## src/rtl/pmod_stand_spi_solo_pkg.sv

```systemverilog
// Shared Pmod CLS definitions: byte/line types, ASCII codes and decoder FSM/cursor types.
package pmod_stand_spi_solo_pkg;

    typedef logic [7:0]   t_pmod_cls_data_byte;
    typedef logic [127:0] t_pmod_cls_ascii_line_16;

    localparam t_pmod_cls_data_byte ASCII_CLS_ESC            = 8'h1B;
    localparam t_pmod_cls_data_byte ASCII_CLS_BRACKET        = 8'h5B;
    localparam t_pmod_cls_data_byte ASCII_CLS_SEMICOLON      = 8'h3B;
    localparam t_pmod_cls_data_byte ASCII_CLS_DISP_CLR_CMD   = 8'h6A;
    localparam t_pmod_cls_data_byte ASCII_CLS_CURSOR_POS_CMD = 8'h48;
    localparam t_pmod_cls_data_byte ASCII_CLS_CHAR_ZERO      = 8'h30;
    localparam t_pmod_cls_data_byte ASCII_CLS_CHAR_NINE      = 8'h39;
    localparam t_pmod_cls_data_byte ASCII_CLS_PRINT_MIN      = 8'h20;
    localparam t_pmod_cls_data_byte ASCII_CLS_PRINT_MAX      = 8'h7E;

    typedef enum logic [1:0] {
        ST_TEXT  = 2'd0,
        ST_ESC   = 2'd1,
        ST_CSI   = 2'd2,
        ST_CLEAR = 2'd3
    } t_pmod_cls_dec_state;

    typedef struct packed {
        logic [0:0] row;
        logic [3:0] col;
    } t_pmod_cls_cursor;

endpackage

```

## src/rtl/pmod_cls_dec_param_acc.sv

```systemverilog
// Saturating two-parameter decimal accumulator for ESC[ P0 ; P1 sequences.
module pmod_cls_dec_param_acc #(
    parameter logic [6:0] parm_param_max = 7'd99
) (
    input  logic       i_clk_20mhz,
    input  logic       i_rstn_20mhz,
    input  logic       clr_i,
    input  logic       digit_vld_i,
    input  logic [3:0] digit_i,
    input  logic       sep_i,
    output logic [6:0] p0_o,
    output logic [6:0] p1_o,
    output logic       idx_o
);

    logic [1:0][6:0] p_q, p_d;
    logic            idx_q, idx_d;
    logic [6:0]      cur;
    logic [6:0]      acc;

    assign cur = p_q[idx_q];
    // Any value >= 10 overflows two decimal digits, so saturate before multiplying.
    assign acc = cur * 7'd10 + {3'b000, digit_i};

    always_comb begin
        p_d   = p_q;
        idx_d = idx_q;
        if (clr_i) begin
            p_d   = '0;
            idx_d = 1'b0;
        end else begin
            if (sep_i)
                idx_d = 1'b1;
            if (digit_vld_i) begin
                if (cur >= 7'd10)
                    p_d[idx_q] = parm_param_max;
                else
                    p_d[idx_q] = (acc > parm_param_max) ? parm_param_max : acc;
            end
        end
    end

    always_ff @(posedge i_clk_20mhz or negedge i_rstn_20mhz) begin
        if (!i_rstn_20mhz) begin
            p_q   <= '0;
            idx_q <= 1'b0;
        end else begin
            p_q   <= p_d;
            idx_q <= idx_d;
        end
    end

    assign p0_o  = p_q[0];
    assign p1_o  = p_q[1];
    assign idx_o = idx_q;

endmodule

```

## src/rtl/pmod_cls_ansi_decoder.sv

```systemverilog
// Pmod CLS display model: parses printable text and ESC[j / ESC[r;cH into a 2x16 frame.
// Optional error counter output enabled by PMOD_CLS_ANSI_DECODER_ERR_CNT_EN.
module pmod_cls_ansi_decoder
    import pmod_stand_spi_solo_pkg::*;
#(
    parameter t_pmod_cls_data_byte parm_clear_char = 8'h20,
    parameter int unsigned         parm_param_max  = 99
) (
    input  logic                    i_clk_20mhz,
    input  logic                    i_rstn_20mhz,
    input  logic                    i_rx_valid,
    input  t_pmod_cls_data_byte     i_rx_byte,
    output logic                    o_rx_ready,
    output t_pmod_cls_ascii_line_16 o_line0,
    output t_pmod_cls_ascii_line_16 o_line1,
    output logic                    o_cursor_row,
    output logic [3:0]              o_cursor_col,
    output logic                    o_cmd_clear,
    output logic                    o_cmd_curpos,
    output logic                    o_seq_error
`ifdef PMOD_CLS_ANSI_DECODER_ERR_CNT_EN
   ,output logic [7:0]              o_err_count
`endif
);

    t_pmod_cls_dec_state                state_q, state_d;
    t_pmod_cls_cursor                   cur_q, cur_d;
    t_pmod_cls_ascii_line_16 [1:0]      line_q, line_d;
    logic [3:0]                         k_q, k_d;
    logic                               clr_q, clr_d, pos_q, pos_d, err_q, err_d;
    logic                               acc_clr, acc_dig, acc_sep;
    logic [6:0]                         p0, p1;
    logic                               idx;
    logic                               accept, is_digit, is_print;
    logic [6:0]                         wr_lsb, sw_lsb;

    assign o_rx_ready = (state_q != ST_CLEAR);
    assign accept     = i_rx_valid & o_rx_ready;
    assign is_digit   = (i_rx_byte >= ASCII_CLS_CHAR_ZERO) && (i_rx_byte <= ASCII_CLS_CHAR_NINE);
    assign is_print   = (i_rx_byte >= ASCII_CLS_PRINT_MIN) && (i_rx_byte <= ASCII_CLS_PRINT_MAX);
    // Column 0 sits in the top byte, so the bit offset is 8*(15-col).
    assign wr_lsb     = {~cur_q.col, 3'b000};
    assign sw_lsb     = {~k_q, 3'b000};

    pmod_cls_dec_param_acc #(
        .parm_param_max (7'(parm_param_max))
    ) u_param_acc (
        .i_clk_20mhz  (i_clk_20mhz),
        .i_rstn_20mhz (i_rstn_20mhz),
        .clr_i        (acc_clr),
        .digit_vld_i  (acc_dig),
        .digit_i      (i_rx_byte[3:0]),
        .sep_i        (acc_sep),
        .p0_o         (p0),
        .p1_o         (p1),
        .idx_o        (idx)
    );

    always_comb begin
        state_d = state_q;
        cur_d   = cur_q;
        line_d  = line_q;
        k_d     = k_q;
        clr_d   = 1'b0;
        pos_d   = 1'b0;
        err_d   = 1'b0;
        acc_clr = 1'b0;
        acc_dig = 1'b0;
        acc_sep = 1'b0;
        case (state_q)
            ST_TEXT: if (accept) begin
                if (i_rx_byte == ASCII_CLS_ESC) begin
                    state_d = ST_ESC;
                end else if (is_print) begin
                    line_d[cur_q.row][wr_lsb +: 8] = i_rx_byte;
                    cur_d.col = cur_q.col + 4'd1;
                    if (cur_q.col == 4'd15)
                        cur_d.row = ~cur_q.row;
                end
            end
            ST_ESC: if (accept) begin
                if (i_rx_byte == ASCII_CLS_BRACKET) begin
                    acc_clr = 1'b1;
                    state_d = ST_CSI;
                end else begin
                    err_d   = 1'b1;
                    state_d = ST_TEXT;
                end
            end
            ST_CSI: if (accept) begin
                if (is_digit) begin
                    acc_dig = 1'b1;
                end else if (i_rx_byte == ASCII_CLS_SEMICOLON) begin
                    if (idx) begin
                        err_d   = 1'b1;
                        state_d = ST_TEXT;
                    end else begin
                        acc_sep = 1'b1;
                    end
                end else if (i_rx_byte == ASCII_CLS_DISP_CLR_CMD) begin
                    clr_d   = 1'b1;
                    cur_d   = '0;
                    k_d     = 4'd0;
                    state_d = ST_CLEAR;
                end else if (i_rx_byte == ASCII_CLS_CURSOR_POS_CMD) begin
                    pos_d     = 1'b1;
                    cur_d.row = (p0 != 7'd0);
                    cur_d.col = (p1 > 7'd15) ? 4'd15 : p1[3:0];
                    state_d   = ST_TEXT;
                end else begin
                    err_d   = 1'b1;
                    state_d = (i_rx_byte == ASCII_CLS_ESC) ? ST_ESC : ST_TEXT;
                end
            end
            ST_CLEAR: begin
                line_d[0][sw_lsb +: 8] = parm_clear_char;
                line_d[1][sw_lsb +: 8] = parm_clear_char;
                k_d = k_q + 4'd1;
                if (k_q == 4'd15)
                    state_d = ST_TEXT;
            end
            default: state_d = ST_TEXT;
        endcase
    end

    always_ff @(posedge i_clk_20mhz or negedge i_rstn_20mhz) begin
        if (!i_rstn_20mhz) begin
            state_q <= ST_TEXT;
            cur_q   <= '0;
            line_q  <= {32{parm_clear_char}};
            k_q     <= 4'd0;
            clr_q   <= 1'b0;
            pos_q   <= 1'b0;
            err_q   <= 1'b0;
        end else begin
            state_q <= state_d;
            cur_q   <= cur_d;
            line_q  <= line_d;
            k_q     <= k_d;
            clr_q   <= clr_d;
            pos_q   <= pos_d;
            err_q   <= err_d;
        end
    end

`ifdef PMOD_CLS_ANSI_DECODER_ERR_CNT_EN
    logic [7:0] errcnt_q;

    always_ff @(posedge i_clk_20mhz or negedge i_rstn_20mhz) begin
        if (!i_rstn_20mhz)
            errcnt_q <= 8'd0;
        else if (err_d && errcnt_q != 8'hFF)
            errcnt_q <= errcnt_q + 8'd1;
    end

    assign o_err_count = errcnt_q;
`endif

    assign o_line0      = line_q[0];
    assign o_line1      = line_q[1];
    assign o_cursor_row = cur_q.row;
    assign o_cursor_col = cur_q.col;
    assign o_cmd_clear  = clr_q;
    assign o_cmd_curpos = pos_q;
    assign o_seq_error  = err_q;

endmodule

```

## config.mk

```make
export PLATFORM = sky130hd
export DESIGN_NAME = pmod_cls_ansi_decoder
export DESIGN_NICKNAME = d
export VERILOG_FILES = /design/src/rtl/pmod_stand_spi_solo_pkg.sv /design/src/rtl/pmod_cls_dec_param_acc.sv /design/src/rtl/pmod_cls_ansi_decoder.sv
export SDC_FILE = /design/constraint.sdc
export NUM_CORES = 1
export LEC_CHECK = 0
export ABC_AREA = 1
export CORE_UTILIZATION = 40
export DETAILED_ROUTE_END_ITERATION = 16
export PLACE_DENSITY = 0.68
export REMOVE_ABC_BUFFERS = 1
export SETUP_SLACK_MARGIN = 0.05
export SYNTH_ARGS = -nofsm -noshare
export SYNTH_HDL_FRONTEND = slang
export SYNTH_SLANG_ARGS = --single-unit
```

## constraint.sdc

```tcl
create_clock -name i_clk_20mhz -period 2.8 [get_ports i_clk_20mhz]
set_input_delay 0.28 -clock i_clk_20mhz [delete_from_list [all_inputs] [get_ports i_clk_20mhz]]
set_output_delay 0.28 -clock i_clk_20mhz [all_outputs]
set_load 0.03 [all_outputs]
```

==> results of run 1 <==
cell usage in the layout, fill, tap and decap left out, types with 6 or more instances in the layout:
| master | instances |
|---|---|
| clkbuf_16 | 34 |
| nor4_1 | 8 |
| inv_1 | 168 |
| inv_2 | 6 |
| nand2_1 | 386 |
| ha_1 | 15 |
| nor2_1 | 169 |
| o21ai_0 | 172 |
| a21oi_1 | 61 |
| nor3_1 | 28 |
| o31ai_1 | 15 |
| nand2_2 | 8 |
| dfrtp_1 | 252 |
| buf_4 | 84 |
| dfstp_2 | 32 |
| clkbuf_1 | 15 |
| o22ai_1 | 13 |
| nor2_2 | 6 |
| nand3_1 | 113 |
| o21ai_1 | 17 |
| clkdlybuf4s50_1 | 274 |
| a21oi_2 | 6 |
| nand4_1 | 12 |
what timing repair did:
action / 4_1_cts / 5_1_grt
hold endpoints to repair: 39 / 0
pin swaps: 6 / 11
setup buffers: 1 / 0
resized for setup: 12 / 21
gates cloned: 0 / 0
setup endpoints to repair: 10 / 22
hold buffers: 1 / 0
state kept, by name, summed over array words and instances (netlist names):
name and flops:
o_cursor_col 4, o_seq_error 1, o_line0 128, o_cmd_clear 1, u_param_acc.idx_o 1, u_param_acc.p1_o 7
u_param_acc.p0_o 7, o_cursor_row 1, o_cmd_curpos 1, o_line1 128, state_q 2, k_q 4
metal layers:
layer  vias to the layer above  track usage (%)  wire length, um
li1                       5852                -                -
met1                      6020            35.23            18790
met2                       438            42.00            20520
met3                        78            4.448             2719
met4                         0            9.033             1216
met5                         -                0                0
stage by stage:
stage	worst slack (ps)	setup TNS (ps)	total power, mW
final	76.08	0	15.25
after global routing	-62.27	-158.7	15.94
after CTS	58.45	0	15.29
after detailed placement	-52.90	-188.9	10.79
after global placement	-49.88	-100.6	10.71
after floorplan	-452.0	-8956	8.184
cell families after synthesis:
kind of cell / Yosys count / synth area share, %
xor+xnor: 2 / 0.1339
buf+inv: 230 / 6.969
flops: 285 / 54.79
compound gates: 307 / 12.89
fa+ha+maj: 20 / 2.027
simple gates: 737 / 23.19
area by class of cell:
type | instances | share of cell area [%]
multi-input cells | 1066 | 28.16
clock buffers | 51 | 5.154
diodes | 1 | 0.01380
inverters | 175 | 3.636
well taps | 435 | 3.001
flip-flops and latches | 285 | 39.55
repair buffers | 368 | 19.48
clock inverters | 11 | 1.000
worst paths after layout:
| check | startpoint | endpoint | slack, ps | cells past startpoint |
|---|---|---|---|---|
| max in group asynchronous | i_rstn_20mhz | o_line1[45] | 1710 | 3 |
| min in group i_clk_20mhz | o_line1[53] | o_line1[53] | 480 | 2 |
| hold / removal | i_rstn_20mhz | o_line0[127] | 250 | 2 |
| setup / recovery | u_param_acc.idx_o | u_param_acc.p0_o[3] | 80 | 17 |
| setup reg to reg | u_param_acc.idx_o | u_param_acc.p0_o[3] | 80 | 17 |
| hold reg to reg | o_line1[53] | o_line1[53] | 480 | 2 |
power breakdown:
part	total [mW]	switching (mW)	internal, mW
registers	5.31	0.463	4.85
clock network	4.47	1.77	2.70
logic	5.47	3.56	1.91
==> results by group, run 1 <==
Outcome
  – Status: complete, no violations

Worst setup path
  – Most used cell, CP: nand2_1
  – CP required: 3190 ps
  – Critical Path, Cell by Cell: buf_6, o21ai_2, inv_2, ha_4, ha_4, inv_2, fa_2, nor2_2, nand4_1, nand2_1, inv_1, nand2_2, nand4_1, nand3_1, nand2_1, nand2_1, nand2_1
  – Crit Path Max Fanout: 6
  – Max stage delay on crit path: 460 ps
  – Slowest stage cell, crit path: dfrtp_2
  – Buf/Inv on CP: 4
  – CP Class: flip-flop to flip-flop
  – CP top delay family: simple AND/OR/NAND/NOR gates
  – WP data arrival: 3120 ps
  – Critical path capture point type: flip-flop
  – CP startpoint kind: flip-flop

Synth
  – Top cell type's share of synthesized area: 48.37%
  – Seq cells post-synth: 285
  – Post-synth EDFFs: 0
  – Synthesized area per cell: 8.279 um^2
  – Netlist Area Pre-Place: 13090 um^2
  – Most frequent cell after synthesis: nand2_1
  – Share of flip-flops with an asynchronous set or reset: 100.0%
  – Yosys warning count: 0
  – Leading area contributor after synthesis: dfrtp_1
  – Count of different cell masters after synthesis: 42
  – Primary FF master, synth: dfrtp_1
  – Cells after Synth: 1581
  – Post-synth top cells: nand2_1 (391), dfrtp_1 (253), o21ai_0 (174)
  – Sequential share of the synthesized area: 54.79%
  – Area contributors post-synth: dfrtp_1 (48%), nand2_1 (11%), o21ai_0 (6.7%), dfstp_2 (6.4%), inv_1 (4.9%)

Place
  – Placed Area: 16880 um^2
  – GP Congestion: 0.8708
  – Placed cells: 2327
  – IO Port Bufs: 275
  – Hpwl dp: 31830 um

Finish
  – Synthesis-to-layout area growth: 38.55%
  – Multi-input logic area: 5107 um^2
  – Final non-filler cell area: 18130 um^2
  – Nets: 1961
  – Finished Layout Cells: 2392
  – Reg area: 7173 um^2
  – Layout cells sized above 1: 11.15%
  – # fillers: 2889
  – Layout Utilization: 56.88%

Drt
  – DRT antenna net count: 0
  – Residual DRC count: 0
  – Total Wirelength: 43240 um
  – Iteration-0 DRC Markers: 884
  – Via Count: 12390
  – Post-DR vias/cell: 5.179
  – Drt wl/cell: 18.08 um
  – Drt pass-1 iters: 5

Timing
  – RSZ-0062 raised after global routing: yes
  – Worst-Margin Slew: 686.9 ps
  – Highest clock rate: 367.1 MHz
  – Period Utilization, post-route: 97.28%
  – Setup Viol. Count Final: 0
  – Fin. Hold Viols: 0
  – Pins over their slew limit: 0
  – Min Tclk post-route: 2724 ps
  – Max-slew headroom: 54.01%
  – Worst hold margin: 246.4 ps
  – Clk_skew: 21.01 ps

Global route
  – GRT Total Usage: 25.94%
  – Pin count of the biggest net entering global routing: 79
  – Congestion Overflow GR: 0
  – Vias in the first global route: 12000
  – Antenna violations before repair: 1
  – First-pass GRT wire length: 67610 um

Clock tree
  – CTS tree: done
  – CTS Buf Count: 34
  – Clock-pin slew on the worst setup and hold paths: 60 ps
  – TritonCTS Sinks: 285
  – Clk_lat worst skew: 520 ps
  – CTS root buffer: clkbuf_16
  – H-tree depth: 2
  – Clock Tree Buf Depth: 3

Pwr
  – Max rail drop VDD: 0.0004353 V
  – P_leak: 8.428 nW
  – PD cells: 841.1 nW/um^2

Floorplan
  – Top-Level Pins: 276
  – Row cnt: 65
  – Starting density of the core: 41.06%
  – Die Y-Extent: 182.9 um
  – Core Area: 31880 um^2
  – Die Wd: 182.9 um
  – Die area: 33450 um^2

Min path
  – HP Class: input port to async pin

Job
  – MaxCap Viol Count: 0
No activity file was read; power rests on OpenSTA's default activity.
==> inputs of run 2 (changes only) <==
--- a/config.mk
+++ b/config.mk
@@ -6,6 +6,7 @@
 export NUM_CORES = 1
 export LEC_CHECK = 0
 export ABC_AREA = 1
+export CAP_MARGIN = 20
 export CORE_UTILIZATION = 40
 export DETAILED_ROUTE_END_ITERATION = 16
 export PLACE_DENSITY = 0.68
==> results of run 2 <==
The final DEF is identical to that of run 1; final timing and power are the same.
